--- src/rtl/ss_arb_pkg.sv ---
// Shared types and helpers for the sort-engine start arbiter.
// Holds the FSM state encoding and the round-robin search.
package ss_arb_pkg;

   localparam int MAX_CH = 32;

   typedef enum logic [1:0] {
      ST_IDLE,
      ST_LAUNCH,
      ST_RUN
   } state_t;

   // First set bit of req searching upward from last+1, wrapping at n.
   function automatic int rr_next(
      input logic [MAX_CH-1:0] req,
      input int                last,
      input int                n
   );
      int idx;
      rr_next = last;
      for (int k = MAX_CH; k >= 1; k--) begin
         if (k <= n) begin
            idx = last + k;
            if (idx >= n) idx = idx - n;
            if (req[idx[4:0]]) rr_next = idx;
         end
      end
   endfunction

endpackage

--- src/rtl/ss_edge_vec.sv ---
// Per-bit edge detector with selectable polarity.
// The history resets to the active level, so levels held through reset are ignored.
module ss_edge_vec
   import ss_arb_pkg::*;
#(
   parameter int   WIDTH    = 1,
   parameter logic POS_EDGE = 1'b1
)(
   input  logic             clk,
   input  logic             rst_n,
   input  logic [WIDTH-1:0] din,
   output logic [WIDTH-1:0] pulse
);

   logic [WIDTH-1:0] prev;

   // Remember last sample of every bit.
   always_ff @(posedge clk or negedge rst_n) begin
      if (!rst_n) prev <= {WIDTH{POS_EDGE}};
      else        prev <= din;
   end

   assign pulse = POS_EDGE ? (din & ~prev) : (~din & prev);

endmodule

--- src/rtl/ss_start_arbiter.sv ---
// Round-robin start/done arbiter in front of the shared sort engine.
// Queues per-channel start edges and runs one job at a time with optional timeout.
module ss_start_arbiter
   import ss_arb_pkg::*;
#(
   parameter  int   N_CH      = 4,
   parameter  logic POS_EDGE  = 1'b1,
   parameter  int   TIMEOUT_W = 16,
   localparam int   CH_W      = $clog2(N_CH)
)(
   input  logic                 i_clk,
   input  logic                 i_rst_n,
   input  logic [N_CH-1:0]      i_start,
   input  logic                 i_done,
   input  logic [TIMEOUT_W-1:0] i_timeout,
   output logic                 o_launch,
   output logic [CH_W-1:0]      o_ch_id,
   output logic                 o_busy,
   output logic [N_CH-1:0]      o_pending,
   output logic [N_CH-1:0]      o_done_ch,
   output logic                 o_timeout
);

   state_t               state, state_nxt;
   logic [N_CH-1:0]      st_pulse;
   logic                 dn_pulse;
   logic [CH_W-1:0]      last, last_nxt;
   logic [CH_W-1:0]      ch_nxt, pick;
   logic [N_CH-1:0]      pend_nxt, done_nxt;
   logic [TIMEOUT_W-1:0] tmo, tmo_nxt;
   logic [TIMEOUT_W-1:0] cnt, cnt_nxt;
   logic                 launch_nxt, busy_nxt, to_nxt;

   ss_edge_vec #(.WIDTH(N_CH), .POS_EDGE(POS_EDGE)) u_start_edge (
      .clk   (i_clk),
      .rst_n (i_rst_n),
      .din   (i_start),
      .pulse (st_pulse)
   );

   ss_edge_vec #(.WIDTH(1), .POS_EDGE(POS_EDGE)) u_done_edge (
      .clk   (i_clk),
      .rst_n (i_rst_n),
      .din   (i_done),
      .pulse (dn_pulse)
   );

   assign pick = CH_W'(rr_next(MAX_CH'(o_pending), int'(last), N_CH));

   // Next-state, pending queue, counter and output pulse decisions.
   always_comb begin
      state_nxt  = state;
      last_nxt   = last;
      ch_nxt     = o_ch_id;
      pend_nxt   = o_pending | st_pulse;
      tmo_nxt    = tmo;
      cnt_nxt    = cnt;
      launch_nxt = 1'b0;
      busy_nxt   = o_busy;
      done_nxt   = '0;
      to_nxt     = 1'b0;
      unique case (state)
         ST_IDLE: begin
            if (|o_pending) begin
               ch_nxt     = pick;
               pend_nxt   = (o_pending & ~(N_CH'(1) << pick)) | st_pulse;
               tmo_nxt    = i_timeout;
               launch_nxt = 1'b1;
               busy_nxt   = 1'b1;
               state_nxt  = ST_LAUNCH;
            end
         end
         ST_LAUNCH: begin
            cnt_nxt   = '0;
            state_nxt = ST_RUN;
         end
         ST_RUN: begin
            if (cnt != '1) cnt_nxt = cnt + 1'b1;
            if (dn_pulse) begin
               done_nxt  = N_CH'(1) << o_ch_id;
               busy_nxt  = 1'b0;
               last_nxt  = o_ch_id;
               state_nxt = ST_IDLE;
            end else if (tmo != '0 && cnt == tmo - 1'b1) begin
               to_nxt    = 1'b1;
               busy_nxt  = 1'b0;
               last_nxt  = o_ch_id;
               state_nxt = ST_IDLE;
            end
         end
         default: state_nxt = ST_IDLE;
      endcase
   end

   // State and registered outputs.
   always_ff @(posedge i_clk or negedge i_rst_n) begin
      if (!i_rst_n) begin
         state     <= ST_IDLE;
         last      <= CH_W'(N_CH - 1);
         o_ch_id   <= '0;
         o_pending <= '0;
         tmo       <= '0;
         cnt       <= '0;
         o_launch  <= 1'b0;
         o_busy    <= 1'b0;
         o_done_ch <= '0;
         o_timeout <= 1'b0;
      end else begin
         state     <= state_nxt;
         last      <= last_nxt;
         o_ch_id   <= ch_nxt;
         o_pending <= pend_nxt;
         tmo       <= tmo_nxt;
         cnt       <= cnt_nxt;
         o_launch  <= launch_nxt;
         o_busy    <= busy_nxt;
         o_done_ch <= done_nxt;
         o_timeout <= to_nxt;
      end
   end

endmodule

--- config.mk ---
export PLATFORM = sky130hd
export DESIGN_NAME = ss_start_arbiter
export DESIGN_NICKNAME = d
export VERILOG_FILES = /design/src/rtl/ss_arb_pkg.sv /design/src/rtl/ss_edge_vec.sv /design/src/rtl/ss_start_arbiter.sv
export SDC_FILE = /design/constraint.sdc
export NUM_CORES = 1
export LEC_CHECK = 0
export ABC_AREA = 1
export CAP_MARGIN = 0
export CORE_MARGIN = 5
export CORE_UTILIZATION = 51
export DETAILED_ROUTE_END_ITERATION = 10
export PLACE_DENSITY = 0.77
export SLEW_MARGIN = 5
export SYNTH_ARGS = -nofsm -noshare
export SYNTH_HDL_FRONTEND = slang
export SYNTH_SLANG_ARGS = --single-unit
--- constraint.sdc ---
create_clock -name i_clk -period 2.15 [get_ports i_clk]
set_input_delay 0.43 -clock i_clk [delete_from_list [all_inputs] [get_ports i_clk]]
set_output_delay 0.43 -clock i_clk [all_outputs]
set_load 0.01 [all_outputs]
; Yosys cells after proc, flatten, opt, wreduce, memory -nomap -nowiden
; Cells that the tools add are included.
[word_totals]
inputBits = 23
output_inout_bits = 13
regBits = 54
[op_classes]
eq_ne = 7
n_addsub = 10
reduce_logical = 12
muxes = 37
shift = 2
n_bitwise = 8
n_lt_le_gt_ge = 8
[op_table]
columns = op, n
row1 = 16-bit one-hot mux with 2 select lines, 1
row2 = 5-bit by 6-bit less-than comparator with 1-bit output (second input constant), 4
row3 = 1-bit binary-select mux with 5-bit select, 4
row4 = 5-bit two-way mux, 4
row5 = 2-bit two-way mux, 9
row6 = 16-bit by 1-bit adder with 16-bit output (second input constant), 1
row7 = 16-bit == test, 1
row8 = 16-bit two-way mux, 1
row9 = 4-bit two-way mux, 4
row10 = 16-bit inequality test (second input constant), 1
row11 = 16-bit nonzero test, 1
row12 = 16-bit by 1-bit subtractor with 16-bit output (second input constant), 1
row13 = 1-bit two-way mux, 12
row14 = 3-bit by 3-bit subtractor with 4-bit output (second input constant), 3
row15 = 3-bit >= comparator (second input constant), 3
row16 = 4-bit AND, 2
row17 = 4-bit NOT, 2
row18 = 4-bit OR, 2
row19 = 2-bit AND reduction, 4
row20 = 1-bit by 2-bit << shifter with 4-bit output (first input constant), 2
row21 = 2-bit by 2-bit adder with 3-bit output (second input constant), 2
row22 = 2-bit one-hot mux with 3 select lines, 1
row23 = 2-bit nonzero test, 3
row24 = 4-bit by 3-bit subtractor with 5-bit output (second input constant), 1
row25 = other kinds (14), 15

; Logic depth before layout (Yosys ltp)
; Gate-level depths: netlist of the first run.
[depth]
ltp_word = 15
ltp_mapped = 17
depth_no_buf = 17

; Hierarchy
; Synthesis of the first run repeated with hierarchy kept, for this count alone.
[hier_totals]
hier_cells = 419
area_unflattened_um2 = 3158.0
[modules_own_cells]
columns = module, cells_per_inst, instances, area_each_um2, seq_area_each_um2
row1 = ss_start_arbiter, 404, 1, 2976.6, 1228.7
row2 = ss_edge_vec at u_start_edge, 12, 1, 145.1, 105.1
row3 = ss_edge_vec at u_done_edge, 3, 1, 36.3, 26.3

; Worst setup path before layout of the first run
; OpenSTA, ideal clock, no wires.
[synth_timing]
path_kind = reg2reg
start = register last[0]
end = register o_ch_id[1]
path_stages_with_launch = 11
synth_period_minus_slack_ns = 2.107
required_time_ns = 2.021
arrival_ns = 1.978
path_slack_ns = 0.043
cell_sequence = dfstp_2 -> buf_4 -> inv_1 -> ha_1 -> inv_1 -> o22ai_1 -> o21bai_1 -> or2_2 -> nand2_1 -> nor2_1 -> o21bai_1
[synth_between]
elab_chain_len = 9
[synth_lines]
columns = item, line_no
row1 = start: declaration, ss_start_arbiter.sv:27  ; logic [CH_W-1:0] last, last_nxt;
row2 = start signal: assignment, ss_start_arbiter.sv:99  ; last <= CH_W'(N_CH - 1);
row3 = start signal: assignment, ss_start_arbiter.sv:110  ; last <= last_nxt;
row4 = 2-bit by 3-bit adder with 4-bit output, ss_arb_pkg.sv:23  ; idx = last + k;
row5 = 4-bit by 3-bit subtractor with 5-bit output or 4-bit by 3-bit >= comparator with 1-bit output (tied branches), ss_arb_pkg.sv:24  ; if (idx >= n) idx = idx - n;
row6 = 5-bit two-way mux, ss_arb_pkg.sv:24
row7 = 1-bit binary-select mux with 5-bit select, ss_arb_pkg.sv:25  ; if (req[idx[4:0]]) rr_next = idx;
row8 = 1-bit two-way mux (implied by the code), ss_arb_pkg.sv:25
row9 = 2-bit two-way mux (3 in a row), ss_arb_pkg.sv:25
row10 = 2-bit two-way mux *, ss_arb_pkg.sv:25
row11 = end signal: assignment, ss_start_arbiter.sv:111  ; o_ch_id <= ch_nxt;
row12 = end: declaration, ss_start_arbiter.sv:17  ; output logic [CH_W-1:0] o_ch_id,
; Every way passes the cells marked *; elsewhere a longest branch is shown, timed or not. The select of a mux whose other input is x is not followed.
; A chain may end at the register's enable or synchronous reset.

; Final worst setup path of the first run
; Same ends and word-level chain as after synthesis.

==> results.yml, run 1 <==
outcome:
  status: "completed"
cells_and_area:
  fillers: 501
  num_antenna_cells: 0
  nets: 490
  syn_to_final_growth_pct: 19.4
  final_cell_area_sq_um: 3720
  drive_gt1_share_pct: 11.1
setup_path:
  cp-startpoint: "last[0]"
  worst_r2r_path_depth: 9
  start_kind: "flop"
  critPathMaxFanout: 5
  critPathRequiredTime_ps: 2330
  r2r_slack_ps: 140
  reg2reg_from: "last[0]"
  r2r-end: "o_ch_id[1]"
  criticalPathCategory: "reg2reg"
  crit_end: "o_ch_id[1]"
  worst-endpoint-arrival_ps: 2190
  cp-end-kind: "flop"
clock_tree:
  holdBufCountCts: 0
  htree_levels: 2
  cts-root-buf: "clkbuf_8"
  clk-insertion-delay-late_ps: 310
  clk_pin_slew_ps: 90
  clk_path_buf_depth: 2
  cts_tree: "built"
  cts_sinks: 54
  cts_buffers: 5
pwr:
  ir_worst_vdd_mv: 0.754
  p_leak_nw: 1.82
  power.density_nw_per_um2: 1280
placed_design:
  dpl_cell_area_sq_um: 3580
  place.gp.congestion: 0.881
  hpwl_microns: 5270
  dp_worst_setup_slack_ps: 40.2
  portBuffers: 35
synth:
  syn-cell-area_sq_um: 3110
  ys_ff_latch: 54
  ys_async_sr_fraction_pct: 100
  avgSynthCellArea_sq_um: 7.47
  synthCells: 417
  seq_area_frac_synth_pct: 43.7
  synth_edf_count: 0
  yosysWarnings: 0
  synth_fp_nets: 447
  synth_top_flop_cell: "dfrtp_1"
  synth_cell_types: 35
sta:
  setup_viol: 0
  setup_tns_ps: 0
  fmax_mhz: 497
  slew_violations: 0
  fin_worst_skew_ps: 9.26
  worst_slew_margin_rel_pct: 59.5
  worst_slack_ps: 140
  worst-slew-pin-transition_ps: 605
  period_share_pct: 93.5
  hold_viol: 0
  rsz0062_at_grt: "yes"
  period_minus_slack_ps: 2010
die:
  die_y_microns: 88.1
  fp.dieArea_sq_um: 7770
  start_util_pct: 52.6
  io_pins: 36
  die_w_microns: 88.1
  core_sq_um: 5920
  fp-row-count: 28
routing:
  firstDrtPassIters: 4
  drt_iter0_drc: 146
  wl_microns: 6810
  drcViolationCount: 0
  drt.antenna.violating_nets: 0
  num_vias: 2730
  wl_per_cell_microns: 12.7
  routed_via_density: 5.10
global_route:
  grt_first_pass_wirelength_microns: 12000
  grt-ovfl-total: 0
  grt_max_degree: 32
  grt_pass1_vias: 2741
  antenna_found_initial: 0
  grt_usage_pct: 19.4
worst_hold_path:
  worstHoldPathType: "in2async"
run:
  cap_violations: 0
-- synthesized netlist by cell type (2+ instances only) --
cell	count	area, sq um
o21ai_1	6	30.0
nand4_1	4	25.0
dfrtp_1	47	1180
nor2_2	5	31.3
ha_1	7	87.6
o22ai_1	7	43.8
nor3_1	4	20.0
nand2_1	128	480
a21oi_1	8	40.0
nor2_1	46	173
nand3_1	22	110
xor2_1	13	114
clkbuf_1	3	11.3
o21bai_1	2	15.0
dfstp_2	7	184
inv_2	2	7.51
o21ai_0	22	110
xnor2_1	7	61.3
nor4_1	5	31.3
inv_1	55	206
nand2_2	3	18.8
-- layout make-up --
type	count	area [sq um]	area share [%]
clock buffers	7	86.3	2.32
inverters	58	218	5.85
multi-input cells	299	1550	41.7
flip-flops and latches	54	1360	36.6
well taps	75	93.8	2.52
repair buffers	42	410	11.0
-- sequential cells by signal, indices dropped and copies added, names as in the netlist --
name,flops
u_done_edge.prev,1
o_timeout,1
last,2
state,2
o_ch_id,2
o_launch,1
cnt,16
o_busy,1
o_pending,4
u_start_edge.prev,4
tmo,16
o_done_ch,4
-- logic make-up after synthesis --
group	share of synthesized area (%)
adder cells (fa/ha/maj)	2.81
AND/OR/NAND/NOR	31.3
XOR/XNOR	5.62
buffers and inverters	8.12
AO/OA/AOI/OAI	8.44
flip-flops	43.7
-- worst min-delay path by stage --
stage | end | from | slack [ps] | depth (start not counted)
final | cnt[11] | i_rst_n | 100 | 1
after global placement | cnt[11] | i_rst_n | 450 | 1
after global routing | cnt[15] | i_rst_n | 150 | 1
after floorplan | cnt[0] | i_rst_n | 130 | 0
after detailed placement | cnt[11] | i_rst_n | 460 | 1
after CTS | cnt[11] | i_rst_n | 120 | 1
-- through the flow --
stage               std cells  total power [mW]  hold slack [ps]  utilization (%)
CTS                       534              4.66              119             61.9
global placement          527              3.99              448             60.4
detailed placement        527              4.07              455             60.4
finish                    535              4.76              102             62.8
global route              535              5.27              150             62.8
floorplan                 417              3.36              134                -
-- where the power goes --
group / total (mW) / switching (mW) / internal [mW] / leakage (nW)
clock network: 0.574 / 0.318 / 0.256 / 0.0443
registers: 1.63 / 0.310 / 1.32 / 0.670
logic: 2.56 / 1.57 / 0.989 / 1.10
-- layer usage --
| metal | vias up | global-route usage [%] | wire, microns |
|---|---|---|---|
| li1 | 1394 | - | - |
| met1 | 1273 | 23.7 | 2920 |
| met2 | 52 | 35.1 | 3440 |
| met3 | 11 | 3.20 | 317 |
| met4 | 0 | 5.77 | 124 |
| met5 | - | 0 | 0 |
-- worst max-delay path, cell delays in order (launching register included) --
cell and delay [ps]:
dfstp_2 530, inv_1 90, ha_4 270, inv_1 80, o22ai_1 80, o21bai_1 210
or2_2 300, nand2_2 110, nor2_2 40, o21bai_1 170
-- cell usage in the layout, fill, tap and decap left out, types with 2 or more instances in the layout --
cell and count:
a21oi_1 8, buf_4 6, clkbuf_8 6, clkdlybuf4s50_1 34
dfrtp_1 46, dfstp_2 7, ha_1 5, ha_4 2
inv_1 53, inv_2 4, nand2_1 125, nand2_2 6
nand3_1 22, nand4_1 4, nor2_1 44, nor2_2 7
nor3_1 4, nor4_1 5, o21ai_0 22, o21ai_1 5
o21bai_1 2, o22ai_1 6, xnor2_1 7, xor2_1 13
-- timing repair --
item,4_1_cts,5_1_grt
resized for setup,0,13
buffers inserted,0,1
setup endpoints to repair,0,9
Note: power is estimated with default switching activity, not from simulation.
==> run 2: changes to the inputs <==
- CELL_PAD_IN_SITES_DETAIL_PLACEMENT: unset -> 1
- CELL_PAD_IN_SITES_GLOBAL_PLACEMENT: unset -> 2
- CORE_UTILIZATION: 51 -> 29
- PLACE_DENSITY: 0.77 -> 0.75
==> results.yml, run 2 (same netlist as run 1, synthesis figures left out) <==
pwr:
  switching_share_pct: 44.9
  ir_worst_vdd_mv: 0.459
  power_frac_comb_pct: 52.9
  power_mw: 5.29
  seq_power_share_pct: 31.2
  p_sw_mw: 2.37
  pwr-share-clk_pct: 15.9
  power.internal_mw: 2.91
  p_leak_nw: 1.89
  power.density_nw_per_um2: 1350
sta:
  fmax_mhz: 486
  fin_worst_skew_ps: 8.80
  worst-slew-pin-transition_ps: 392
  setup_viol: 0
  slew_violations: 0
  setup_tns_ps: 0
  rsz0062_at_grt: "yes"
  worst_slew_margin_rel_pct: 73.6
  period_share_pct: 95.7
  period_minus_slack_ps: 2060
  hold_viol: 0
  worst_slack_ps: 91.8
setup_path:
  r2r-end: "o_pending[0]"
  critPathBufInv: 3
  critPathRequiredTime_ps: 2350
  critPathMostFrequentCell: "inv_1"
  critPathMaxFanout: 4
  critPathTopFamily: "flip-flops"
  r2r_slack_ps: 90
  worst_r2r_path_depth: 10
  slowest_delay_ps: 540
  crit_chain: "inv_1, ha_1, inv_2, o22ai_1, o21bai_2, or2_2, nand2_2, nand3_1, o21ai_0, inv_1"
  reg2reg_from: "last[1]"
  crit_path_top_delay_cell: "dfstp_2"
  criticalPathCategory: "reg2reg"
  cp-end-kind: "flop"
  worst-endpoint-arrival_ps: 2260
  start_kind: "flop"
die:
  fp-row-count: 37
  start_util_pct: 29.9
  fp.dieArea_sq_um: 12900
  die_w_microns: 114
  die_y_microns: 114
  io_pins: 36
  core_sq_um: 10400
cells_and_area:
  final_common_cell: "nand2_1"
  syn_to_final_growth_pct: 25.6
  num_antenna_cells: 0
  final_cell_mix: "125 x nand2_1, 52 x inv_1, 47 x dfrtp_1"
  reg.largest.list: "cnt: 16 flops, tmo: 16 flops"
  drive_gt1_share_pct: 13.2
  nets: 498
routing:
  drt_iter0_drc: 129
  num_vias: 2795
  firstDrtPassIters: 5
  met2WireLength_microns: 4270
  wl_per_cell_microns: 13.9
  wl_microns: 8420
  routed_via_density: 4.62
  wl_met1_microns: 3860
  highest_layer: "met4"
  drcViolationCount: 0
  drt.antenna.violating_nets: 0
  routed-wl-met3_microns: 197
run:
  cap_violations: 0
placed_design:
  place.gp.congestion: 0.795
  portBuffers: 35
  hpwl_microns: 6790
  dp_worst_setup_slack_ps: -77.3
clock_tree:
  clk_pin_slew_ps: 100
  cts_tree: "built"
  holdBufCountCts: 0
  cts_buffers: 5
  htree_levels: 2
  clk-insertion-delay-late_ps: 310
  clk_path_buf_depth: 2
  cts-root-buf: "clkbuf_8"
  cts_sinks: 54
global_route:
  grt_first_pass_wirelength_microns: 14000
  grt_usage_pct: 13.4
  grt_max_degree: 55
  antenna_found_initial: 0
  grt_pass1_vias: 2895
  grt-ovfl-total: 0
worst_hold_path:
  worstHoldPathType: "in2async"
outcome:
  status: "completed"
-- run 2: cell types whose count changed in the layout (fill, tap and decap cells not counted), sizes merged --
cell    before  now
buf          8   16
clkbuf       7    6
bufinv       0    2
-- run 2: area by class of cell --
class | count | area (sq um)
fillers | 1276 | 6500
multi-input cells | 299 | 1550
flip-flops and latches | 54 | 1360
repair buffers | 50 | 470
inverters | 58 | 218
well taps | 136 | 170
clock buffers | 6 | 82.6
clock inverters | 2 | 60.1
-- run 2: routing by layer --
| metal | track usage [%] | vias up |
|---|---|---|
| li1 | - | 1410 |
| met1 | 16.6 | 1345 |
| met2 | 24.4 | 32 |
| met3 | 2.07 | 8 |
| met4 | 3.04 | 0 |
| met5 | 0 | - |
-- run 2: worst max path at each step --
stage,start,end,depth (start not counted)
final,last[1],o_pending[0],10
after global routing,tmo[1],o_busy,17
after global placement,tmo[0],o_busy,13
after detailed placement,tmo[0],o_busy,15
after CTS,tmo[0],o_busy,13
after floorplan,last[0],o_ch_id[1],10
-- run 2: worst reg2reg max path, delay by kind of cell, from the launching register on --
kind,cells,cell delay (ps)
compound gates,3,400
buf+inv,3,210
flops,1,540
fa+ha+maj,1,310
simple gates,3,490
-- run 2: per-stage QoR --
stage | instances | cell area [sq um] | utilization (%) | hold WS, ps
final | 605 | 3910 | 37.6 | 101
after global routing | 605 | 3910 | 37.6 | 125
after detailed placement | 595 | 3700 | 35.6 | 459
after floorplan | 417 | 3110 | - | 134
after CTS | 603 | 3850 | 37.0 | 119
after global placement | 595 | 3700 | 35.6 | 452
-- run 2: repair_timing --
item	in CTS	in global routing
setup buffers	0	2
pin swaps	0	3
cloned	0	0
hold endpoints to repair	0	0
resized for setup	2	15
setup endpoints to repair	3	9
-- run 2: power groups by stage --
stage               combinational (mW)  sequential, mW  clock [mW]
floorplan                         1.74            1.62           0
global placement                  2.59            1.67           0
detailed placement                2.68            1.67           0
CTS                               2.70            1.65       0.868
global route                      3.19            1.70       0.915
finish                            2.80            1.65       0.840
==> run 3: changes to the inputs <==
- CAP_MARGIN: 0 -> unset
==> results of run 3 <==
No change in the layout: final DEF, timing and power equal those of run 2.
